File: config.mk
export PLATFORM = sky130hd
export DESIGN_NAME = fsk_tx_sequencer
export DESIGN_NICKNAME = d
export VERILOG_FILES = /design/src/rtl/fsk_pkg.sv /design/src/rtl/fsk_bit_timer.sv /design/src/rtl/fsk_tx_sequencer.sv
export SDC_FILE = /design/constraint.sdc
export NUM_CORES = 1
export LEC_CHECK = 0
export ABC_AREA = 1
export CAP_MARGIN = 40
export CORE_MARGIN = 4
export CORE_UTILIZATION = 57
export CTS_CLUSTER_SIZE = 16
export DETAILED_ROUTE_END_ITERATION = 7
export PLACE_DENSITY = 0.92
export SYNTH_ARGS = -nofsm -noshare
export SYNTH_HDL_FRONTEND = slang
export SYNTH_SLANG_ARGS = --single-unit
File: constraint.sdc
create_clock -name clk -period 6.6 [get_ports clk]
set_input_delay 1.32 -clock clk [delete_from_list [all_inputs] [get_ports clk]]
set_output_delay 1.32 -clock clk [all_outputs]
set_load 0.05 [all_outputs]
File: src/rtl/fsk_pkg.sv
// fsk_pkg: shared state type, default parameters and counter-width helpers for the FSK transmit path
package fsk_pkg;
  typedef enum logic [1:0] {ST_IDLE, ST_PREAMBLE, ST_DATA, ST_GAP} fsk_tx_state_t;
  localparam int DEF_BIT_CYCLES = 16;
  localparam int DEF_PREAMBLE_BITS = 8;
  localparam int DEF_GAP_BITS = 2;
  localparam int DEF_WORD_W = 7;
  function automatic int cnt_w(input int n);
    return (n > 1) ? $clog2(n) : 1;
  endfunction
  function automatic int max3(input int a, input int b, input int c);
    return (a > b) ? ((a > c) ? a : c) : ((b > c) ? b : c);
  endfunction
endpackage

File: src/rtl/fsk_bit_timer.sv
// fsk_bit_timer: cycle-within-bit and bit-within-state counters with a bit_end strobe
// Ports: clk, reset (async, active high), clear (zero both counters),
//        bit_end (last cycle of the current bit period), bit_cnt (bit index in state).
module fsk_bit_timer import fsk_pkg::*; #(
  parameter int BIT_CYCLES = DEF_BIT_CYCLES,
  parameter int BW = 3
) (
  input  logic          clk,
  input  logic          reset,
  input  logic          clear,
  output logic          bit_end,
  output logic [BW-1:0] bit_cnt
);
  localparam int CW = cnt_w(BIT_CYCLES);
  logic [CW-1:0] cyc_cnt_q;
  logic [BW-1:0] bit_cnt_q;
  assign bit_end = cyc_cnt_q == CW'(BIT_CYCLES - 1);
  assign bit_cnt = bit_cnt_q;
  always_ff @(posedge clk or posedge reset) begin
    if (reset) begin
      cyc_cnt_q <= '0;
      bit_cnt_q <= '0;
    end else if (clear) begin
      cyc_cnt_q <= '0;
      bit_cnt_q <= '0;
    end else begin
      cyc_cnt_q <= bit_end ? '0 : cyc_cnt_q + 1'b1;
      bit_cnt_q <= bit_cnt_q + BW'(bit_end);
    end
  end
endmodule

File: src/rtl/fsk_tx_sequencer.sv
// fsk_tx_sequencer: frames Hamming codewords into preamble/data/gap bit streams for the FSK encoder
// Ports: clk, reset (async, active high); word_in/word_last/word_valid/word_ready handshake in;
//        sending/codein to the encoder; busy status; frame_done/underrun one-cycle pulses.
module fsk_tx_sequencer import fsk_pkg::*; #(
  parameter int BIT_CYCLES = DEF_BIT_CYCLES,
  parameter int PREAMBLE_BITS = DEF_PREAMBLE_BITS,
  parameter int GAP_BITS = DEF_GAP_BITS,
  parameter int WORD_W = DEF_WORD_W
) (
  input  logic              clk,
  input  logic              reset,
  input  logic [WORD_W-1:0] word_in,
  input  logic              word_last,
  input  logic              word_valid,
  output logic              word_ready,
  output logic              sending,
  output logic              codein,
  output logic              busy,
  output logic              frame_done,
  output logic              underrun
);
  localparam int BW = cnt_w(max3(PREAMBLE_BITS, WORD_W, GAP_BITS));
  localparam int IW = cnt_w(WORD_W);
  localparam logic [BW-1:0] PRE_END = BW'(PREAMBLE_BITS - 1);
  localparam logic [BW-1:0] WORD_END = BW'(WORD_W - 1);
  localparam logic [BW-1:0] GAP_END = BW'(GAP_BITS - 1);
  fsk_tx_state_t state_q, state_d;
  logic [WORD_W-1:0] word_q, word_d;
  logic last_q, last_d;
  logic sending_q, sending_d, codein_q, codein_d;
  logic frame_done_q, frame_done_d, underrun_q, underrun_d;
  logic bit_end, clear, restart, word_end;
  logic [BW-1:0] bit_cnt, bit_nxt;
  logic [IW-1:0] idx;
  fsk_bit_timer #(.BIT_CYCLES(BIT_CYCLES), .BW(BW)) u_timer (
    .clk(clk), .reset(reset), .clear(clear), .bit_end(bit_end), .bit_cnt(bit_cnt)
  );
  assign word_end = state_q == ST_DATA && bit_end && bit_cnt == WORD_END;
  assign word_ready = state_q == ST_IDLE || (word_end && !last_q);
  assign busy = state_q != ST_IDLE;
  always_comb begin
    state_d = state_q;
    word_d = word_q;
    last_d = last_q;
    restart = 1'b0;
    frame_done_d = 1'b0;
    underrun_d = 1'b0;
    case (state_q)
      ST_IDLE: if (word_valid) begin
        state_d = ST_PREAMBLE;
        word_d = word_in;
        last_d = word_last;
      end
      ST_PREAMBLE: if (bit_end && bit_cnt == PRE_END) state_d = ST_DATA;
      ST_DATA: if (word_end) begin
        if (last_q) begin
          frame_done_d = 1'b1;
          state_d = ST_GAP;
        end else if (word_valid) begin
          word_d = word_in;
          last_d = word_last;
          restart = 1'b1;
        end else begin
          underrun_d = 1'b1;
          state_d = ST_GAP;
        end
      end
      default: if (bit_end && bit_cnt == GAP_END) state_d = ST_IDLE;
    endcase
  end
  // Outputs are registered from next-state values so they line up with the state they describe.
  assign clear = state_q == ST_IDLE || state_d != state_q || restart;
  assign bit_nxt = clear ? '0 : bit_cnt + BW'(bit_end);
  assign idx = IW'(WORD_W - 1) - IW'(bit_nxt);
  assign sending_d = state_d == ST_PREAMBLE || state_d == ST_DATA;
  assign codein_d = state_d == ST_PREAMBLE ? ~bit_nxt[0] : state_d == ST_DATA ? word_d[idx] : 1'b0;
  always_ff @(posedge clk or posedge reset) begin
    if (reset) begin
      state_q <= ST_IDLE;
      word_q <= '0;
      last_q <= 1'b0;
      sending_q <= 1'b0;
      codein_q <= 1'b0;
      frame_done_q <= 1'b0;
      underrun_q <= 1'b0;
    end else begin
      state_q <= state_d;
      word_q <= word_d;
      last_q <= last_d;
      sending_q <= sending_d;
      codein_q <= codein_d;
      frame_done_q <= frame_done_d;
      underrun_q <= underrun_d;
    end
  end
  assign sending = sending_q;
  assign codein = codein_q;
  assign frame_done = frame_done_q;
  assign underrun = underrun_q;
endmodule

==> reports/qor.yml, run 1 <==
gp_congestion: 0.886
viasPerCell: 5.14
status: "finished clean"
post-cts-setup-buffers: 0
timing.fmax_ghz: 0.269
slew-limit-headroom: 0.477
grt_pass1_wl_um: 3960
syn_inst: 148
ys_seq_area_frac: 0.426
clockBufferDepth: 2
synth_top_area_frac: 0.426
drt_iter0_markers: 8
drive_gt1_frac: 0.173
remaining_drc_errors: 0
clk_pin_slew_worst_paths_ns: 0.11
cts_resized: 0
synth.largest_area_cell: "dfrtp_1"
syn_area_sq_um: 1230
wl_per_cell_um: 12.2
synthToLayoutAreaGrowth_pct: 17.8
period_needed_ns: 3.71
tritoncts: "done"
leakage_uw: 0.000745
yosys_warnings: 0
placementRows: 16
ys_top_cells_by_area: "dfrtp_1 43%, nand2_1 8.8%, inv_1 8.5%"
grt.total_usage: 0.192
hold_class: "reg -> reg"
detail-route-antenna-nets: 0
via_count: 1003
setup_viol: 0
setup_tns_ns: 0
ys_types: 27
cts_sinks: 21
finalMaxSlewViolations: 0
die_x_um: 54.5
overflow: 0
ir_worst_vdd_uv: 188
min_path_cells: 1
first_pass_iters: 4
hpwl_um: 1930
critical_path_peak_fanout: 5
arrival_ns: 2.39
finalWirelength_um: 2390
syn_nets: 165
drv_cap: 0
antenna_cells: 0
synth_area_per_cell_sq_um: 8.34
path_class: "reg -> out"
reg2regPathDepth: 16
pwr_density_cell_nw_per_um2: 244
clockRootBuffer: "clkbuf_4"
num_io_pins: 17
port_buffers: 16
dpl_cell_area_sq_um: 1430
tightest_slew_ns: 0.784
cts_hold_buf: 0
dieArea_sq_um: 2970
htree_levels: 1
grt_max_degree: 22
finalClockSkew_ns: 0.00387
final-hold-violation-count: 0
post-route-period-util: 0.563
die_h_um: 54.5
endpoint_kind: "output pin"
core_area_sq_um: 2000
crit_path_start_kind: "flop"
synth_seq_cells: 21
crit_required_ns: 5.28
clk_latency_ns: 0.31
cts_made_buffers: 3
antenna_found_initial: 0
grt_setup_unrepaired: "no"
grt_pass1_vias: 1006
fin_area_sq_um: 1450
finish.net_count: 186
initial_core_util: 0.616
[where the power goes]
| group | switching [uW] | leakage, uW | total [uW] | internal (uW) |
|---|---|---|---|---|
| logic | 69.8 | 0.000476 | 117 | 47.6 |
| registers | 17.2 | 0.000253 | 175 | 158 |
| clock network | 38.3 | 0.0000150 | 61.9 | 23.6 |
[worst max-delay path, cell delays in order, from the launching register on]
cell and delay, ns:
dfrtp_1 0.40, ha_1 0.23, nand3_2 0.14, inv_2 0.13, nand2_1 0.09, nor2_1 0.09
nand2_1 0.09, nand2_1 0.11, clkdlybuf4s50_1 0.81
[path summary, 6_finish.rpt]
check | startpoint | endpoint | slack [ns]
max in group asynchronous | reset | u_timer.bit_cnt[1] | 4.67
hold / removal | u_timer.cyc_cnt_q[0] | u_timer.cyc_cnt_q[0] | 0.50
setup / recovery | u_timer.cyc_cnt_q[0] | word_ready | 2.89
hold reg to reg | u_timer.cyc_cnt_q[0] | u_timer.cyc_cnt_q[0] | 0.50
min in group asynchronous | reset | state_q[1] | 1.44
setup reg to reg | u_timer.cyc_cnt_q[0] | codein | 4.06
[state kept, by name (all words and copies together) (netlist names)]
name / cells
sending: 1
u_timer.cyc_cnt_q: 4
frame_done: 1
codein: 1
underrun: 1
state_q: 2
u_timer.bit_cnt: 3
last_q: 1
word_q: 7
[area by class of cell]
cell class                 instances  area (sq um)
tap                               27          33.8
timing repair buffer              16           160
inverter                          33           126
fill                             154           548
sequential                        21           526
clock buffer                       4          26.3
multi-input combinational         94           582
[metrics by stage]
step | total power, uW | hold WS, ns | cells | setup slack, ns | util
2_1_floorplan | 260 | 0.441 | 148 | 3.74 | -
3_3_place_gp | 284 | 0.457 | 191 | 3.02 | 0.713
3_5_place_dp | 296 | 0.489 | 191 | 2.85 | 0.713
4_1_cts | 356 | 0.509 | 195 | 2.88 | 0.726
5_1_grt | 377 | 0.537 | 195 | 2.74 | 0.726
6_report | 355 | 0.502 | 195 | 2.89 | 0.726
[metal layers]
| metal | vias up | wire length (um) | GRT usage |
|---|---|---|---|
| li1 | 499 | - | - |
| met1 | 468 | 949 | 0.198 |
| met2 | 28 | 1260 | 0.361 |
| met3 | 8 | 98 | 0.0218 |
| met4 | 0 | 85 | 0.120 |
| met5 | - | 0 | 0 |
[placed cells by master (no fill, tap or decap), drive strengths merged, types with 2 or more instances in the layout]
cell type	n
nand2	38
inv	31
dfrtp	21
clkdlybuf4s50	16
nand3	15
nor2	14
ha	6
o21ai	4
clkbuf	4
nand3b	3
nor3	3
xor2	2
clkinv	2
nand4	2
a21oi	2
[cells by family (layout without fill, tap and decap cells)]
kind of cell	Yosys count	after routing	share of synthesized area
compound gates	8	8	0.0497
fa+ha+maj	6	6	0.0609
buf+inv	33	53	0.102
simple gates	76	76	0.332
xor+xnor	3	3	0.0213
flops	21	21	0.426
mux	1	1	0.00811
[cells in the mapped netlist]
cell type and count:
nand4_1 2, nand3_4 1, nor3_1 3, o21ai_0 3, nand2_2 7, nor2_2 2
nor2_1 11, ha_1 6, a32o_1 1, xor2_1 2, mux2i_1 1, a31oi_1 1
nand3b_1 3, clkinv_2 2, dfrtp_1 21, o21ai_2 1, or2_2 1, inv_2 3
nand2_1 29, inv_1 28, a21oi_4 1, a21oi_1 1, xnor2_1 1, nor2_4 1
nand2_4 2, nand3_1 9, nand3_2 5
(Power assumes the default switching activity.)
==> inputs of run 2 (changes only) <==
CORE_UTILIZATION = 48   (was 57)
PLACE_DENSITY = 0.83   (was 0.92)
clock period = 3.35 ns   (was 6.6 ns; I/O delays follow)
==> run 2 against run 1 <==
Against the previous run: critical path type unchanged; sequential share of layout area fell by 0.093 points; final cell count rose by 1.5%; count of clock-buffer cells in the layout unchanged; non-clock buffer count stayed put; worst hold slack got worse by 0.030 ns; wire length is 4.6% lower; register-to-register slack worse by 3.1 ns; critical path depth unchanged; flip-flop and latch count stayed put; die area up 16%; global-route usage fell by 4.1 points; largest cell class unchanged; clock power is 95% higher.
==> reports/qor.yml, run 2 (synthesized netlist as in run 1, its figures left out) <==
critPathBufInv: 2  # unchanged
synthToLayoutAreaGrowth_pct: 18.2
placementRows: 18  # +2
drv_cap: 0  # unchanged
critPathTopFamily: "buffers and inverters"
dp_slack_ns: 0.265  # -2.59 ns
path_class: "reg -> out"
viasPerCell: 4.90  # -4.7%
antenna_cells: 0  # unchanged
arrival_ns: 2.34  # -0.05 ns
cts_sinks: 21  # unchanged
hpwl_um: 1860  # -3.4%
grt_pass1_wl_um: 3880  # -1.9%
final_common_cell: "nand2_1"
cts_hold_buf: 0  # unchanged
htree_levels: 1  # unchanged
first_pass_iters: 4  # unchanged
finalWirelength_um: 2280  # -4.6%
setup_tns_ns: 0  # unchanged
clockRootBuffer: "clkbuf_4"
finalClockSkew_ns: 0.00697  # +0.00310 ns
power_uw: 685  # +93%
cts_resized: 0  # unchanged
port_buffers: 16  # unchanged
grt_setup_unrepaired: "no"
clk_pin_slew_worst_paths_ns: 0.11  # about the same
gp_congestion: 0.872  # -1.6%
hold_class: "reg -> reg"
grt_pass1_vias: 959  # -4.7%
tritoncts: "done"
critical_path_peak_fanout: 5  # unchanged
remaining_drc_errors: 0  # unchanged
die_x_um: 58.7  # +7.7%
overflow: 0  # unchanged
slew-limit-headroom: 0.489  # +0.0125
dieArea_sq_um: 3450  # +16%
finish.net_count: 186  # unchanged
top_register: "word_q"
die_h_um: 58.7  # +7.7%
drt_iter0_markers: 35  # +27
grt_max_degree: 22  # unchanged
post-cts-setup-buffers: 0  # unchanged
clk_latency_ns: 0.30  # about the same
finalMaxSlewViolations: 0  # unchanged
period_needed_ns: 3.01
critPathSlowestCell: "clkdlybuf4s50_1"
grt.total_usage: 0.150  # -0.0413
final_util: 0.594  # -0.132
status: "finished clean"
drive_gt1_frac: 0.173  # unchanged
crit_path_start_kind: "flop"
cts_made_buffers: 3  # unchanged
fin_ws_ns: 0.341  # -2.54 ns
pwr_density_cell_nw_per_um2: 470  # +93%
timing.fmax_ghz: 0.332
endpoint_kind: "output pin"
path_cells: "ha_1, nand3_2, inv_2, nand2_1, nor2_1, nand2_1, nand2_1, clkdlybuf4s50_1"
setup_viol: 0  # unchanged
fill_cells: 217  # +41%
leakage_uw: 0.000745  # unchanged
post-route-period-util: 0.898
core_area_sq_um: 2450  # +23%
ir_worst_vdd_uv: 319  # +70%
detail-route-antenna-nets: 0  # unchanged
initial_core_util: 0.503  # -0.114
final_cell_mix: "29 x nand2_1, 28 x inv_1, 21 x dfrtp_1, 16 x clkdlybuf4s50_1, 11 x nor2_1"
clockBufferDepth: 2  # unchanged
cp_common_cell: "nand2_1"
largest_register_ffs: 7  # unchanged
crit_required_ns: 2.68  # -2.60 ns
final-hold-violation-count: 0  # unchanged
antenna_found_initial: 0  # unchanged
via_count: 971  # -3.2%
wl_per_cell_um: 11.5  # -6.1%
num_io_pins: 17  # unchanged
tightest_slew_ns: 0.765  # -0.0188 ns
critPathMaxStageDelay_ns: 0.81  # about the same
[run 2: cell counts in the layout (fill, tap and decap cells not counted)]
No cell type changed its count.
[run 2: stage by stage]
step	hold WS [ns]	std cells	instance area (sq um)
final	0.472	198	1460
after global routing	0.508	198	1460
after CTS	0.475	198	1460
after detailed placement	0.459	194	1430
after global placement	0.462	194	1430
after floorplan	0.441	148	1230
[run 2: path summary, 6_finish.rpt]
check / from / end / slack, ns / depth (start not counted)
max in group asynchronous: reset / word_q[2] / 2.08 / 2
worst max register to register: u_timer.cyc_cnt_q[0] / codein / 0.97 / 16
min in group asynchronous: reset / u_timer.cyc_cnt_q[3] / 0.79 / 2
worst max-delay path: u_timer.cyc_cnt_q[0] / word_ready / 0.34 / 8
worst min register to register: u_timer.cyc_cnt_q[0] / u_timer.cyc_cnt_q[0] / 0.47 / 1
worst min-delay path: u_timer.cyc_cnt_q[0] / u_timer.cyc_cnt_q[0] / 0.47 / 1
[run 2: power by group]
part	switching [uW]	leakage [uW]	internal, uW
Sequential	30.6	0.000253	312
Clock	74.1	0.0000150	46.4
Combinational	130	0.000476	92.6
[run 2: final cells by class]
class,instances,area [sq um],area share
sequential,21,526,0.361
multi-input combinational,94,582,0.399
inverter,33,126,0.0867
clock buffer,4,26.3,0.0180
timing repair buffer,16,160,0.110
tap,30,37.5,0.0258
[run 2: routing by layer]
layer  GRT usage  wire length (um)
met1       0.169               942
met2       0.266              1200
met3      0.0263                73
met4      0.0841                59
met5           0                 0
